File: config.mk
export PLATFORM = sky130hd
export DESIGN_NAME = seq_alu_module
export DESIGN_NICKNAME = d
export VERILOG_FILES = /design/src/rtl/seq_alu_module.sv
export SDC_FILE = /design/constraint.sdc
export NUM_CORES = 1
export LEC_CHECK = 0
export ABC_CLOCK_PERIOD_IN_PS = 2400
export CAP_MARGIN = 0
export CELL_PAD_IN_SITES_DETAIL_PLACEMENT = 1
export CELL_PAD_IN_SITES_GLOBAL_PLACEMENT = 1
export CORE_ASPECT_RATIO = 0.7
export CORE_MARGIN = 2
export CORE_UTILIZATION = 44
export DETAILED_ROUTE_END_ITERATION = 10
export HOLD_SLACK_MARGIN = 0.02
export PLACE_DENSITY = 0.9
export SYNTH_ARGS = -nofsm -noshare
export SYNTH_HDL_FRONTEND = slang
export SYNTH_SLANG_ARGS = --single-unit
File: constraint.sdc
create_clock -name clk -period 2.4 [get_ports clk]
set_input_delay 0.48 -clock clk [delete_from_list [all_inputs] [get_ports clk]]
set_output_delay 0.48 -clock clk [all_outputs]
set_load 0.005 [all_outputs]
File: src/rtl/seq_alu_module.sv
// Multi-cycle ALU feeding the LED results decoder: single-cycle logic/arith ops,
// iterative shift-add MUL and restoring DIV. Define SEQ_ALU_DIV_EN to build the divider.
module seq_alu_module #(
   parameter int WIDTH = 4
) (
   input  logic             clk,
   input  logic             rst_n,
   input  logic             start,
   input  logic [2:0]       op,
   input  logic [WIDTH-1:0] a,
   input  logic [WIDTH-1:0] b,
   output logic             busy,
   output logic             done,
   output logic [WIDTH-1:0] temp_results,
   output logic             zero,
   output logic             carry,
   output logic             overflow,
   output logic             error
);

   // state | meaning
   // IDLE  | waiting for start, outputs hold last committed result
   // EXEC  | single-cycle op, commit on leaving
   // ITER  | one MUL/DIV step per cycle, commit on the last step
   // DONE  | done pulse, back to IDLE next
   typedef enum logic [1:0] {IDLE, EXEC, ITER, DONE} state_t;

   localparam logic [2:0] OP_ADD = 3'b000;
   localparam logic [2:0] OP_SUB = 3'b001;
   localparam logic [2:0] OP_AND = 3'b010;
   localparam logic [2:0] OP_OR  = 3'b011;
   localparam logic [2:0] OP_XOR = 3'b100;
   localparam logic [2:0] OP_SHL = 3'b101;
   localparam logic [2:0] OP_MUL = 3'b110;
   localparam logic [2:0] OP_DIV = 3'b111;

   localparam int CW = (WIDTH > 1) ? $clog2(WIDTH) : 1;
   localparam logic [CW-1:0] CNT_LAST = CW'(WIDTH - 1);

   state_t state, state_n;

   logic [WIDTH-1:0]   a_q, b_q;
   logic [2:0]         op_q;
   logic [CW-1:0]      cnt;
   logic [2*WIDTH-1:0] p, p_step;

   logic go_iter;
   logic last_step;

   logic [WIDTH:0]     sum, dif, acc;
   logic [2*WIDTH-1:0] shl;
   logic [WIDTH-1:0]   res_e;
   logic               c_e, v_e, e_e;

   logic               commit;
   logic [WIDTH-1:0]   res_c;
   logic               c_c, v_c, e_c;

   always_comb begin
      go_iter = (op == OP_MUL);
`ifdef SEQ_ALU_DIV_EN
      if ((op == OP_DIV) && (b != '0)) go_iter = 1'b1;
`endif
   end

   assign last_step = (cnt == CNT_LAST);

   always_ff @(posedge clk or negedge rst_n) begin
      if (!rst_n) state <= IDLE;
      else        state <= state_n;
   end

   always_comb begin
      state_n = state;
      case (state)
         IDLE:    if (start) state_n = go_iter ? ITER : EXEC;
         EXEC:    state_n = DONE;
         ITER:    if (last_step) state_n = DONE;
         DONE:    state_n = IDLE;
         default: state_n = IDLE;
      endcase
   end

   assign busy = (state != IDLE);
   assign done = (state == DONE);

   // DIV lands here only for b==0 or when the divider is not built
   always_comb begin
      sum   = {1'b0, a_q} + {1'b0, b_q};
      dif   = {1'b0, a_q} - {1'b0, b_q};
      shl   = {{WIDTH{1'b0}}, a_q} << b_q[1:0];
      res_e = '0;
      c_e   = 1'b0;
      v_e   = 1'b0;
      e_e   = 1'b0;
      case (op_q)
         OP_ADD: begin
            res_e = sum[WIDTH-1:0];
            c_e   = sum[WIDTH];
            v_e   = (a_q[WIDTH-1] == b_q[WIDTH-1]) && (sum[WIDTH-1] != a_q[WIDTH-1]);
         end
         OP_SUB: begin
            res_e = dif[WIDTH-1:0];
            c_e   = dif[WIDTH];
            v_e   = (a_q[WIDTH-1] != b_q[WIDTH-1]) && (dif[WIDTH-1] != a_q[WIDTH-1]);
         end
         OP_AND: res_e = a_q & b_q;
         OP_OR:  res_e = a_q | b_q;
         OP_XOR: res_e = a_q ^ b_q;
         OP_SHL: begin
            res_e = shl[WIDTH-1:0];
            c_e   = |shl[2*WIDTH-1:WIDTH];
         end
         OP_DIV: begin
            res_e = '1;
            e_e   = 1'b1;
         end
         default: res_e = '0;
      endcase
   end

   // p holds {partial product, multiplier} for MUL, {remainder, dividend/quotient} for DIV
`ifdef SEQ_ALU_DIV_EN
   logic [WIDTH:0]   rem_sh;
   logic [WIDTH-1:0] rem_dif;
   logic             ge;
`endif
   always_comb begin
      acc    = {1'b0, p[2*WIDTH-1:WIDTH]} + (p[0] ? {1'b0, a_q} : {(WIDTH+1){1'b0}});
      p_step = {acc, p[WIDTH-1:1]};
`ifdef SEQ_ALU_DIV_EN
      rem_sh  = {p[2*WIDTH-1:WIDTH], p[WIDTH-1]};
      ge      = (rem_sh >= {1'b0, b_q});
      rem_dif = rem_sh[WIDTH-1:0] - b_q;
      if (op_q == OP_DIV)
         p_step = {(ge ? rem_dif : rem_sh[WIDTH-1:0]), p[WIDTH-2:0], ge};
`endif
   end

   always_comb begin
      commit = 1'b0;
      res_c  = res_e;
      c_c    = c_e;
      v_c    = v_e;
      e_c    = e_e;
      if (state == EXEC) begin
         commit = 1'b1;
      end else if ((state == ITER) && last_step) begin
         commit = 1'b1;
         res_c  = p_step[WIDTH-1:0];
         c_c    = (op_q == OP_MUL) ? (|p_step[2*WIDTH-1:WIDTH]) : 1'b0;
         v_c    = 1'b0;
         e_c    = 1'b0;
      end
   end

   always_ff @(posedge clk or negedge rst_n) begin
      if (!rst_n) begin
         a_q          <= '0;
         b_q          <= '0;
         op_q         <= '0;
         cnt          <= '0;
         p            <= '0;
         temp_results <= '0;
         zero         <= 1'b0;
         carry        <= 1'b0;
         overflow     <= 1'b0;
         error        <= 1'b0;
      end else begin
         if ((state == IDLE) && start) begin
            a_q  <= a;
            b_q  <= b;
            op_q <= op;
            cnt  <= '0;
            p    <= {{WIDTH{1'b0}}, ((op == OP_MUL) ? b : a)};
         end
         if (state == ITER) begin
            p   <= p_step;
            cnt <= cnt + 1'b1;
         end
         if (commit) begin
            temp_results <= res_c;
            zero         <= (res_c == '0);
            carry        <= c_c;
            overflow     <= v_c;
            error        <= e_c;
         end
      end
   end

endmodule

# --- Word-level counts from Yosys, hierarchy flattened ---
# Cells that the tools add are included.
# Widths: inputs -> output; s select.
totals:
  ff_bits: 31
  in_bits: 14
op_classes:
  n_eq_ne: 18
  n_mux: 25
  bitwise_logic: 3
  n_reduce_logical: 12
  addsub: 4
  shifts: 1
ops:
  columns: ["op", "n"]
  rows:
  - ["$pmux 4 s7", 1]
  - ["$mux 4", 4]
  - ["$mux 8", 2]
  - ["$eq 3x3->1 const B", 5]
  - ["$add 4x4->5", 2]
  - ["$mux 1", 10]
  - ["$mux 2", 5]
  - ["$pmux 2 s4", 1]
  - ["$reduce_or 4->1", 2]
  - ["$shl 4x2->8", 1]
  - ["$eq 2x2->1 const B", 3]
  - ["$eq 3x2->1 const B", 2]
  - ["$sub 4x4->5", 1]
  - ["$and 4x4->4", 1]
  - ["$logic_and 1x1->1", 4]
  - ["$logic_not 4->1", 1]
  - ["$ne 2x2->1 const B", 2]
  - ["$or 4x4->4", 1]
  - ["$reduce_bool 2->1", 2]
  - ["$xor 4x4->4", 1]
  - ["$eq 3x1->1 const B", 1]
  - ["$logic_not 3->1", 1]
  - ["$ne 1x1->1", 3]
  - ["$pmux 1 s3", 1]
  - ["6 further kinds", 6]

# --- Depth between registers and ports, before layout ---
# Gate-level depths: netlist (run 1).
depth:
  ltp_word: 6
  ltp_mapped: 9
  mapped_depth_nobuf: 9

# --- Worst setup path after synthesis (run 1) ---
# Ideal clock, no wire load.
synth_timing:
  path_type: "flip-flop to flip-flop"
  from: "register a_q[1]"
  to: "register zero"
  required_ps: 2278
  slack_ps: 240
  arrival_ps: 2038
  setup_time_ps: 122
  period_less_slack_ps: 2160
  path_buffers: 0
  stages_incl_launch_ff: 8
  cell_sequence: "dfrtp_1 inv_1 ha_1 or3_1 a31oi_2 o21ai_1 a32o_1 a32o_1"
synth_between:
  elab_chain_cells: 5
  word_cells_on_any_way: 10
  cone_classes: "add/sub: 2; shift: 1; mux: 3; bitwise: 3; reduce/logical: 1"
synth_rtl:
  columns: ["item", "line", "text"]
  rows:
  - ["from (decl)", "42", "logic [WIDTH-1:0] a_q, b_q;"]
  - ["from (signal assigned)", "159", "a_q <= '0;"]
  - ["from (signal assigned)", "171", "a_q <= a;"]
  - ["$sub 4x4->5 (tied with other cells)", "90", "dif = {1'b0, a_q} - {1'b0, b_q};"]
  - ["$pmux 4 s7 (*)", "96", "case (op_q)"]
  - ["$mux 4", "148", "end else if ((state == ITER) && last_step) begin"]
  - ["$mux 4 (*)", "146", "if (state == EXEC) begin"]
  - ["$logic_not 4->1 (*)", "183", "zero <= (res_c == '0);"]
  - ["to (signal assigned)", "183", null]
  - ["to (decl)", "15", "output logic zero,"]
# Every way passes the cells marked *; elsewhere a longest branch is shown, timed or not.
# A chain may end at the register's enable or synchronous reset.

# --- Worst setup path after layout (run 1) ---
layout_timing:
  from: "register b_q[0]"
  to: "register zero"
layout_between:
  elab_chain_cells: 5
  word_cells_on_any_way: 10
  cone_classes: "add/sub: 2; shift: 1; mux: 3; bitwise: 3; reduce/logical: 1"
layout_rtl:
  columns: ["item", "line", "text"]
  rows:
  - ["from (decl)", "42", null]
  - ["from (signal assigned)", "160", "b_q <= '0;"]
  - ["from (signal assigned)", "172", "b_q <= b;"]
  - ["$sub 4x4->5 (tied with other cells)", "90", null]
  - ["$pmux 4 s7 (*)", "96", null]
  - ["$mux 4", "148", null]
  - ["$mux 4 (*)", "146", null]
  - ["$logic_not 4->1 (*)", "183", null]
# Marks and branches as above.

==> results of run 1 <==
per-layer routing:
layer,track usage,up-vias
li1,-,961
met1,0.309,984
met2,0.419,41
met3,0.0465,12
met4,0.0795,0
met5,0,-
power by group:
part	leakage (nW)	switching [mW]	total [mW]	internal (mW)
registers	0.389	0.300	1.06	0.755
clock network	0.0515	0.194	0.455	0.261
logic	0.851	1.39	2.56	1.17
final timing paths:
kind,startpoint,to,slack [ns],cells after the start
worst max-delay path,b_q[0],zero,0.09,8
worst min-delay path,temp_results[0],temp_results[0],0.48,2
worst max register to register,b_q[0],zero,0.09,8
worst min register to register,temp_results[0],temp_results[0],0.48,2
max in group asynchronous,rst_n,a_q[2],1.51,2
min in group asynchronous,rst_n,temp_results[3],0.60,2
final cells by class:
type,instances,area share
multi-input combinational,190,0.509
sequential,31,0.275
timing repair buffer,37,0.119
clock buffer,8,0.0355
tap,72,0.0320
inverter,22,0.0293
repair_timing:
action	CTS	global route
pin swaps	0	3
hold buffers	0	0
endpoints found under the setup margin	1	2
resized for setup	1	4
cell usage after synthesis (4+ instances only):
library cell,n
clkbuf_1,6
nor2_1,10
nor2b_1,6
nor3_1,5
inv_1,22
ha_1,23
buf_2,5
dfrtp_1,31
nand2_1,29
a21o_1,4
a31oi_1,4
mux2_2,13
mux2i_1,7
and2_1,4
a21oi_1,14
o211ai_1,5
o21ai_0,20
a211oi_1,5
nand2b_1,5
sequential cells by signal, summed over array words and instances, names as in the netlist:
register	flops
carry	1
p	8
op_q	3
zero	1
temp_results	4
error	1
overflow	1
cnt	2
state	2
a_q	4
b_q	4
critical path, stage by stage, from the launching register on:
cell and delay, ns:
dfrtp_1 0.41, ha_1 0.23, inv_1 0.09, fa_1 0.41
nor2b_1 0.15, o32a_1 0.37, a31oi_4 0.16, nor3_1 0.08
a32o_1 0.28
cells in the final DEF (no fill, tap or decap), types with 6 or more instances in the layout:
cell type	instances
o21ai_0	19
dfrtp_1	31
nor2b_1	6
clkbuf_8	7
nor2_1	10
inv_1	22
a21oi_1	14
ha_1	22
mux2i_1	7
clkdlybuf4s50_1	23
mux2_2	13
nand2_1	29
buf_4	14
through the flow:
step           area (um2)  hold WS, ns   util  setup WS (ns)  total power [mW]
4_1_cts              2800        0.484  0.541         0.0242              4.03
5_1_grt              2820        0.518  0.545        0.00634              4.42
3_5_place_dp         2700        0.470  0.521         0.0498              3.54
6_report             2820        0.477  0.545         0.0923              4.07
2_1_floorplan        2330        0.184      -          0.240              2.65
3_3_place_gp         2700        0.463  0.521         0.0951              3.36
kinds of logic after synthesis:
family | after synthesis | synth area share
mux | 21 | 0.103
compound gates | 67 | 0.184
flops | 31 | 0.333
fa+ha+maj | 26 | 0.149
simple gates | 74 | 0.163
buf+inv | 34 | 0.0607
xor+xnor | 2 | 0.00752
==> flow_summary.yaml, run 1 <==
grt:
  grt_max_degree: 32
  track_usage: 0.243
  antenna_found_initial: 0
  grt_pass1_vias: 2189
  grt_pass1_wl_um: 11100
  grt-ovfl-total: 0
yosys:
  ys_async_sr_fraction: 1.00
  synth_top_area_frac: 0.333
  netlist_area_um2: 2330
  syn-mean-instance-area_um2: 9.13
  synth_edf_count: 0
  synth.net_count: 295
  synth_cell_type_count: 50
  ys_ff_latch: 31
  synthFlopType: "dfrtp_1"
  synth_cells: 255
  ys_seq_area_frac: 0.333
  synth_top_area_cell: "dfrtp_1"
  netlist_top_cells_area: "dfrtp_1 33%, ha_1 12%, mux2_2 6.3%, nand2_1 4.7%, o21ai_0 4.3%"
  ys_warn_count: 0
clock_network:
  htree_levels: 2
  cts_max_path_buffers: 2
  post_cts_buffers: 0
  clkTransAtPathRegs_ns: 0.07
  cts-root-buf: "clkbuf_8"
  cts_tree: "built"
  clk-insertion-delay-late_ns: 0.29
  numClockSinks: 31
  cts_buffers: 5
layout:
  drive_gt1_frac: 0.135
  stdcell_count: 360
  nFillCells: 620
  seqCellArea_um2: 776
  insertedDiodeCount: 0
  multiInputGateArea_um2: 1440
  syn_to_final_growth_pct: 21.1
  nets: 327
routing:
  wl_met1_um: 3100
  num_vias: 1998
  wl_um: 6630
  drc_errors: 0
  route.met3.wl_um: 226
  first_iter_violations: 81
  viasPerCell: 5.55
  routed.top_layer: "met4"
  wl_met2_um: 3200
  first_pass_iters: 4
  antenna_left: 0
  wl_per_cell_um: 18.4
power_and_ir_drop:
  peakVddDrop_uv: 602
  powerDensity_nw_per_um2: 1440
  cellLeakagePower_nw: 1.29
setup_path:
  cp.required_ns: 2.57
  arrival_ns: 2.48
  start_kind: "flip-flop"
  crit_path_end_kind: "flip-flop"
  cp_max_fo: 3
  critPathKind: "reg2reg"
sta:
  hold_viol_final: 0
  max-slew-margin-rel: 0.618
  rsz0062_at_grt: "false"
  min_period_ns: 2.31
  finClkSkew_ns: 0.00443
  fin_crit_sh: 0.962
  clock.fmax_mhz: 433
  worst_pin_slew_ns: 0.558
  final.setup.tns_ns: 0
  finalMaxSlewViolations: 0
  finalSetupViolCount: 0
die:
  rows: 22
  fp.dieH_um: 64.9
  die_x_um: 91.0
  fp.coreArea_um2: 5170
  die_area_um2: 5900
  start_util: 0.450
  ios: 24
run_status:
  outcome: "finished clean"
place:
  dp_cells: 352
  portBuffers: 23
  gp_congestion: 0.916
  dp_hpwl_um: 5340
min_path:
  hold_class: "reg2reg"
job:
  max_cap_violations: 0
No activity file was read; power rests on OpenSTA's default activity.
==> inputs of run 2 (changes only) <==
--- a/config.mk
+++ b/config.mk
@@ -5,7 +5,7 @@
 export SDC_FILE = /design/constraint.sdc
 export NUM_CORES = 1
 export LEC_CHECK = 0
-export ABC_CLOCK_PERIOD_IN_PS = 2400
+export ABC_CLOCK_PERIOD_IN_PS = 2200
 export CAP_MARGIN = 0
 export CELL_PAD_IN_SITES_DETAIL_PLACEMENT = 1
 export CELL_PAD_IN_SITES_GLOBAL_PLACEMENT = 1
==> constraint.sdc (replaced) <==
create_clock -name clk -period 2.2 [get_ports clk]
set_input_delay 0.44 -clock clk [delete_from_list [all_inputs] [get_ports clk]]
set_output_delay 0.44 -clock clk [all_outputs]
set_load 0.005 [all_outputs]
==> run 2 against run 1 <==
Compared with the run above:
- the flow now finishes with violations (setup timing)
- sequential share of layout area decreased by 1.3 points
- maximum frequency is 3.1% higher
- final cell count grew 3.1%
- routed wire length increased by 2.9%
- combinational power increased by 21%
- count of clock-buffer cells in the layout down 2
- critical path depth is the same
- core utilization grew 2.6 points
- register-to-register slack got worse by 0.13 ns
- cell area up 4.8%
- worst setup slack worse by 0.13 ns
==> flow_summary.yaml, run 2 (synthesis gave the netlist of run 1 again) <==
clock_network:
  numClockSinks: 31
  cts_buffers: 5
  clk-insertion-delay-late_ns: 0.28
  cts-root-buf: "clkbuf_8"
  cts_tree: "built"
  clkTransAtPathRegs_ns: 0.06
  cts_max_path_buffers: 2
  hold_buffers: 0
  htree_levels: 2
die:
  fp.coreArea_um2: 5170
  die_x_um: 91.0
  die_area_um2: 5900
  rows: 22
  start_util: 0.450
  fp.dieH_um: 64.9
  ios: 24
sta:
  finalMaxSlewViolations: 0
  finalSetupViolCount: 1
  hold_viol_final: 0
  worst_pin_slew_ns: 0.798
  finClkSkew_ns: 0.00461
  final.setup.tns_ns: -0.0383
  setup_slack_ns: -0.0383
  fin_crit_sh: 1.02
  min_period_ns: 2.24
  max-slew-margin-rel: 0.468
  clock.fmax_mhz: 447
  rsz0062_at_grt: "true"
place:
  dp_cells: 359
  portBuffers: 23
  gp_congestion: 0.863
  pre_cts_ws_ns: -0.111
  dp_hpwl_um: 5260
power_and_ir_drop:
  powerDensity_nw_per_um2: 1590
  peakVddDrop_uv: 999
  power_frac_seq: 0.251
  cellLeakagePower_nw: 1.35
  power_frac_comb: 0.662
  p_switching_mw: 2.15
  p_int_mw: 2.56
  pwr-share-clk: 0.087
  finalPower_mw: 4.70
  p_sw_frac: 0.456
setup_path:
  max_stage_delay_ns: 0.45
  r2r_slack_ns: -0.04
  crit_path_end_kind: "flip-flop"
  critPathKind: "reg2reg"
  reg2reg_to: "zero"
  path_buf_inv: 1
  crit_family: "compound AO/OA/AOI/OAI gates"
  cp.required_ns: 2.37
  cp_max_fo: 3
  crit_chain: "ha_2 > inv_2 > fa_1 > nor2b_4 > o32a_1 > a31oi_4 > nor3_2 > a32o_2"
  reg2reg_from: "a_q[0]"
  arrival_ns: 2.41
  worst_r2r_path_depth: 8
  start_kind: "flip-flop"
  crit_slowest_cell: "fa_1"
layout:
  stdcell_count: 371
  drive_gt1_frac: 0.217
  final_cell_mix: "31 x dfrtp_1, 29 x nand2_1, 26 x buf_4"
  insertedDiodeCount: 0
  nets: 340
  registers.top_by_ff_count: "p"
  largest_reg_flops: 8
  syn_to_final_growth_pct: 26.9
  final_common_cell: "dfrtp_1"
routing:
  wl_per_cell_um: 18.4
  wl_um: 6820
  num_vias: 2108
  drc_errors: 0
  antenna_left: 0
  first_pass_iters: 4
  first_iter_violations: 96
  viasPerCell: 5.68
grt:
  grt_pass1_vias: 2296
  track_usage: 0.252
  grt_max_degree: 32
  antenna_found_initial: 0
  grt_pass1_wl_um: 11500
  grt-ovfl-total: 0
run_status:
  outcome: "finished, violations left"
  violations: "setup timing"
min_path:
  hold_start: "temp_results[3]"
  holdPathStages: 2
  holdPathEnd: "temp_results[3]"
  hold_class: "reg2reg"
job:
  max_cap_violations: 0
==> run 2: worst max path at each step <==
stage | from | end | cells after the start
final | a_q[0] | zero | 8
after global routing | a_q[0] | zero | 8
after CTS | a_q[0] | carry | 8
after detailed placement | a_q[0] | carry | 8
after global placement | a_q[0] | carry | 8
after floorplan | a_q[1] | zero | 7
==> run 2: routing by layer <==
| metal | up-vias | track usage | part of all wire |
|---|---|---|---|
| met2 | 50 | 0.434 | 0.48 |
| met1 | 1048 | 0.319 | 0.46 |
| li1 | 995 | - | - |
| met5 | - | 0 | 0 |
| met4 | 0 | 0.0814 | 0.019 |
| met3 | 15 | 0.0523 | 0.044 |
==> run 2: final cells by class <==
cell class | instances | area [um2]
multi-input combinational | 190 | 1500
inverter | 22 | 82.6
sequential | 31 | 776
fill | 609 | 2220
timing repair buffer | 50 | 437
tap | 72 | 90.1
clock buffer | 6 | 72.6
==> run 2: repair_timing <==
action,CTS,global route
endpoints found under the setup margin,3,5
buffers inserted,5,1
pin swaps,8,9
resized for setup,13,12
==> run 2: worst min-delay path, delay by kind of cell, from the launching register on <==
kind	cells	cell delay [ns]
AO/OA/AOI/OAI	1	0.06
flip-flops	1	0.34
AND/OR/NAND/NOR	1	0.05
==> run 2: power by group through the flow <==
stage / Sequential, mW / Combinational (mW) / Clock (mW)
after floorplan: 1.03 / 1.86 / 0
after global placement: 1.12 / 2.65 / 0
after detailed placement: 1.16 / 2.79 / 0
after CTS: 1.16 / 2.96 / 0.419
after global routing: 1.22 / 3.44 / 0.447
final: 1.18 / 3.11 / 0.409
==> run 2: stage by stage <==
step	hold WS (ns)	utilization	cell area, um2
global route	0.548	0.571	2950
CTS	0.499	0.562	2910
detailed placement	0.486	0.531	2750
global placement	0.464	0.531	2750
floorplan	0.144	-	2330
finish	0.490	0.571	2950
